**config.mk**
```make
export PLATFORM = sky130hd
export DESIGN_NAME = spi_slave_reg_ctrl
export DESIGN_NICKNAME = d
export VERILOG_FILES = /design/src/rtl/spi_slave_pkg.sv /design/src/rtl/spi_slave_reg_ctrl.sv
export SDC_FILE = /design/constraint.sdc
export NUM_CORES = 1
export LEC_CHECK = 0
export ABC_CLOCK_PERIOD_IN_PS = 1400
export CAP_MARGIN = 20
export CORE_MARGIN = 1.5
export CORE_UTILIZATION = 38
export DETAILED_ROUTE_END_ITERATION = 8
export PLACE_DENSITY = 0.74
export SLEW_MARGIN = 40
export SYNTH_ARGS = -nofsm -noshare
export SYNTH_HDL_FRONTEND = slang
export SYNTH_SLANG_ARGS = --single-unit
```
**constraint.sdc**
```tcl
create_clock -name sclk_i -period 1.4 [get_ports sclk_i]
set_input_delay 0.42 -clock sclk_i [delete_from_list [all_inputs] [get_ports sclk_i]]
set_output_delay 0.42 -clock sclk_i [all_outputs]
set_load 0.1 [all_outputs]
```
**src/rtl/spi_slave_pkg.sv**
```systemverilog
// spi_slave_pkg: shared types and constants for the SPI-slave register controller
//   reg_ctrl_state_e : command sequencer states
//   OP_WRITE/OP_READ : command[7:4] opcodes; REG_ADDR_W : register address width
package spi_slave_pkg;
    localparam logic [3:0] OP_WRITE   = 4'h1;
    localparam logic [3:0] OP_READ    = 4'h2;
    localparam int         REG_ADDR_W = 2;
    typedef enum logic [2:0] {IDLE, WRITE, RLOAD, RWAIT, IGNORE} reg_ctrl_state_e;
endpackage

```
**src/rtl/spi_slave_reg_ctrl.sv**
```systemverilog
// spi_slave_reg_ctrl: sclk-domain command sequencer between SPI RX/TX shifters and the config register file
//   sclk_i/rstn_i          : clock, async active-low reset
//   cs_i                   : transaction active; low aborts any burst
//   rx_data_i/rx_valid_i   : byte from RX shifter with 1-cycle valid pulse
//   wr_data_o/wr_addr_o/wr_data_valid_o : registered register-write port, 1-cycle strobe
//   rd_addr_o/rd_data_i    : register read port (rd_data_i combinational from rd_addr_o)
//   tx_data_o/tx_valid_o/tx_ready_i : byte to TX shifter, valid held until ready
//   busy_o                 : sequencer not idle
module spi_slave_reg_ctrl
    import spi_slave_pkg::*;
#(
    parameter int REG_SIZE = 8
) (
    input  logic                  sclk_i,
    input  logic                  rstn_i,
    input  logic                  cs_i,
    input  logic [7:0]            rx_data_i,
    input  logic                  rx_valid_i,
    output logic [REG_SIZE-1:0]   wr_data_o,
    output logic [REG_ADDR_W-1:0] wr_addr_o,
    output logic                  wr_data_valid_o,
    output logic [REG_ADDR_W-1:0] rd_addr_o,
    input  logic [REG_SIZE-1:0]   rd_data_i,
    output logic [7:0]            tx_data_o,
    output logic                  tx_valid_o,
    input  logic                  tx_ready_i,
    output logic                  busy_o
);
    reg_ctrl_state_e       state_q, state_d;
    logic [REG_ADDR_W-1:0] addr_q, addr_d, wr_addr_q, wr_addr_d;
    logic [REG_SIZE-1:0]   wr_data_q, wr_data_d;
    logic [7:0]            tx_data_q, tx_data_d;
    logic                  wr_valid_q, wr_valid_d, tx_valid_q, tx_valid_d, busy_q;

    always_ff @(posedge sclk_i or negedge rstn_i) begin
        if (!rstn_i) begin
            state_q    <= IDLE;
            addr_q     <= '0;
            wr_addr_q  <= '0;
            wr_data_q  <= '0;
            wr_valid_q <= 1'b0;
            tx_data_q  <= '0;
            tx_valid_q <= 1'b0;
            busy_q     <= 1'b0;
        end else begin
            state_q    <= state_d;
            addr_q     <= addr_d;
            wr_addr_q  <= wr_addr_d;
            wr_data_q  <= wr_data_d;
            wr_valid_q <= wr_valid_d;
            tx_data_q  <= tx_data_d;
            tx_valid_q <= tx_valid_d;
            busy_q     <= state_d != IDLE;
        end
    end

    // cs low overrides everything; a strobe already in wr_valid_q still completes
    // because the default only clears the next cycle's strobe.
    always_comb begin
        state_d    = state_q;
        addr_d     = addr_q;
        wr_addr_d  = wr_addr_q;
        wr_data_d  = wr_data_q;
        wr_valid_d = 1'b0;
        tx_data_d  = tx_data_q;
        tx_valid_d = tx_valid_q;
        if (!cs_i) begin
            state_d    = IDLE;
            addr_d     = '0;
            tx_valid_d = 1'b0;
        end else begin
            unique case (state_q)
                IDLE: if (rx_valid_i) begin
                    addr_d  = rx_data_i[1:0];
                    state_d = rx_data_i[7:4] == OP_WRITE ? WRITE :
                              rx_data_i[7:4] == OP_READ  ? RLOAD : IGNORE;
                end
                WRITE: if (rx_valid_i) begin
                    wr_addr_d  = addr_q;
                    wr_data_d  = rx_data_i;
                    wr_valid_d = 1'b1;
                    addr_d     = addr_q + 1'b1;
                end
                RLOAD: begin
                    tx_data_d  = rd_data_i[7:0];
                    tx_valid_d = 1'b1;
                    state_d    = RWAIT;
                end
                RWAIT: if (tx_valid_q && tx_ready_i) begin
                    tx_valid_d = 1'b0;
                    addr_d     = addr_q + 1'b1;
                    state_d    = RLOAD;
                end
                IGNORE: ;
                default: state_d = IDLE;
            endcase
        end
    end

    assign wr_data_o       = wr_data_q;
    assign wr_addr_o       = wr_addr_q;
    assign wr_data_valid_o = wr_valid_q;
    assign rd_addr_o       = addr_q;
    assign tx_data_o       = tx_data_q;
    assign tx_valid_o      = tx_valid_q;
    assign busy_o          = busy_q;
endmodule
```
==> results by group <==
Global route
  – Number of global-route vias before repair: 888
  – Pin count of the biggest net entering global routing: 27
  – Initial antenna violation count: 0
  – First-pass GRT wire length: 4.37 mm
  – Grt total ovfl: 0
  – GR Util All Layers: 17.1%

CTS
  – Worst-path clk slew: 0.14 ns
  – H-tree Lvls: 1
  – Worst-Skew Late Latency: 0.32 ns
  – CTS Hold Bufs: 0
  – Num CTS Buffers: 3
  – CTS tree: done
  – Clk sinks: 26
  – Clk buf depth: 2
  – Root Buffer: clkbuf_4

Timing
  – Hold Worst Slack: 0.435 ns
  – Max-slew headroom: 83.7%
  – Setup ws final: -0.0376 ns
  – Setup-failing EPs final: 16
  – Worst Tran Pin Value: 0.240 ns
  – Final Max Tran Viols: 0
  – Fmax: 696 MHz
  – Post-route setup TNS: -0.314 ns
  – Final period utilization: 103%
  – Setup Skew: 0.0113 ns
  – Final hold viol count: 0
  – Post-route minimum period: 1.44 ns
  – Unrepaired setup endpoints after global routing: true

Die
  – Starting Density: 40.9%
  – Core box area: 0.00281 mm2
  – Die extent in x: 57.9 um
  – Chip height: 57.9 um
  – Ports: 44
  – Die Area: 0.00335 mm2
  – Num rows: 19

Synth
  – Post-synth top area cell: dfrtp_1
  – Ys Warns: 0
  – Synth top area cells: dfrtp_1 (57%), mux2_4 (12%), mux2_2 (9.8%), nor2b_1 (3.3%), o21ai_0 (2.2%)
  – Synth Register Bits: 26
  – Register area share after synthesis: 56.8%
  – Syn Area/Cell: 13.8 um2
  – Cells after synthesis: 83
  – Top cell type's share of synthesized area: 56.8%
  – Mapped Nets: 104
  – Post-synthesis cell area: 0.00115 mm2
  – Library cells used by synthesis: 24

Routing
  – Initial drt markers: 22
  – DR vias: 925
  – Wirelength per Cell: 15.6 um
  – Post-route ant nets: 0
  – Vias/cell: 5.08
  – WL final: 2.85 mm
  – Drt drc: 5
  – Pre-antenna DRT Iters: 6

Worst setup path
  – Largest stage delay, worst path: 0.44 ns
  – Cell family with most CP delay: flip-flops
  – Worst-path fanout max: 8
  – Worst EP arrival: 1.65 ns
  – Crit Path Category: reg -> reg
  – Crit-path cells: and2b_1, and3b_1, buf_6, mux2_4
  – Worst Path Buf+Inv: 1
  – Worst setup EP type: flop
  – Crit path launch type: flop
  – Slowest CP cell: dfrtp_1
  – Req. time, crit path: 1.61 ns

Power
  – Leak Pwr: 1.05 nW
  – Power Dens Cells: 1150 mW/mm2
  – Peak VDD IR: 549 uV

Status
  – Status: complete, but fails checks
  – Violated checks: design-rule violations, negative setup slack

Placed design
  – Setup slack at placement: -0.469 ns
  – Dpl cell area: 0.00193 mm2
  – IO Port Bufs: 43
  – Final HPWL DP: 1.90 mm
  – Routability Congestion: 0.799

Cells and area
  – NumNets Final: 173
  – Synthesis-to-finish area growth: 84.0%
  – Fillers: 179
  – Design Area, Final: 0.00211 mm2
  – Fraction of layout cells with a size suffix above 1: 50.3%
  – N_diodes: 0

Run
  – Max_cap viols: 0

Hold path
  – Min-Delay Path Class: in -> async
## layout by cell type, fill, tap and decap left out, types with 2 or more instances in the layout
cell,instances
mux2_4,18
dfrtp_1,23
clkbuf_4,3
buf_6,2
dlygate4sd2_1,2
nand2b_1,2
buf_12,25
clkdlybuf4s50_1,18
dfrtp_2,2
buf_4,19
a21oi_1,2
nor2b_1,5
o21ai_0,4
inv_1,3
nand2_1,3
## final timing paths
check / start / to / slack, ns / cells past startpoint
min in group sclk_i: rd_addr_o[1]$_DFFE_PN0P_ / wr_addr_o[1]$_DFFE_PN0P_ / 0.59 / 1
worst min-delay path: rstn_i / tx_data_o[2]$_DFFE_PN0P_ / 0.44 / 2
worst max register to register: state_q[2]$_DFF_PN0_ / tx_data_o[0]$_DFFE_PN0P_ / -0.04 / 4
worst max-delay path: state_q[2]$_DFF_PN0_ / tx_data_o[0]$_DFFE_PN0P_ / -0.04 / 4
max in group asynchronous: rstn_i / tx_valid_o$_DFFE_PN0P_ / 0.80 / 2
worst min register to register: rd_addr_o[1]$_DFFE_PN0P_ / wr_addr_o[1]$_DFFE_PN0P_ / 0.59 / 1
## power by group
part | internal [mW] | leakage [nW] | switching, mW
Sequential | 0.830 | 0.347 | 0.0850
Combinational | 0.496 | 0.684 | 0.689
Clock | 0.111 | 0.0150 | 0.219
Total | 1.44 | 1.05 | 0.993
## area by class of cell
class	instances	area (um2)	share of cell area, %
flip-flops and latches	26	657	31.2
inverters	3	11.3	0.534
repair buffers	66	863	40.9
clock buffers	4	26.3	1.25
well taps	31	38.8	1.84
multi-input cells	52	512	24.3
## synthesized netlist by cell type, drive strengths merged
| master | instances |
|---|---|
| inv | 3 |
| nand2b | 2 |
| nand3 | 2 |
| nand4b | 1 |
| and3b | 1 |
| o211ai | 1 |
| nor2b | 6 |
| or3b | 1 |
| a21boi | 1 |
| dfrtp | 26 |
| o311ai | 1 |
| and4b | 1 |
| mux2 | 19 |
| and2b | 2 |
| nor2 | 1 |
| nor3 | 1 |
| buf | 2 |
| o21ai | 5 |
| a21oi | 2 |
| a311o | 1 |
| nand2 | 3 |
| nand4 | 1 |
## state kept, by name, indices dropped and copies added (netlist names)
signal           count
busy_o               1
tx_valid_o           1
rd_addr_o            2
wr_data_o            8
wr_addr_o            2
tx_data_o            8
state_q              3
wr_data_valid_o      1
## stage by stage
| step | util (%) | std cells | power [mW] |
|---|---|---|---|
| floorplan | - | 83 | 1.55 |
| global placement | 68.8 | 165 | 2.02 |
| detailed placement | 68.8 | 165 | 2.04 |
| CTS | 72.3 | 173 | 2.40 |
| global route | 75.2 | 182 | 2.53 |
| finish | 75.2 | 182 | 2.43 |
## kinds of logic (layout without fill, tap and decap cells)
logic type      after synthesis  after routing  share of synthesized area [%]
flops                        26             26                           56.8
compound gates               11             11                           6.00
mux                          19             19                           21.6
buf+inv                       5             73                           2.95
simple gates                 22             22                           12.7
## layer usage
metal | global-route usage [%] | share of wire (%)
met3 | 2.68 | 6.4
met5 | 0 | 0
met4 | 4.98 | 1.1
met1 | 22.7 | 43
met2 | 29.1 | 50
## what timing repair did
action	4_1_cts	5_1_grt
pin swaps	1	0
setup buffers	4	9
endpoints found under the setup margin	21	36
resized for setup	14	4
No activity file was read; power rests on OpenSTA's default activity.
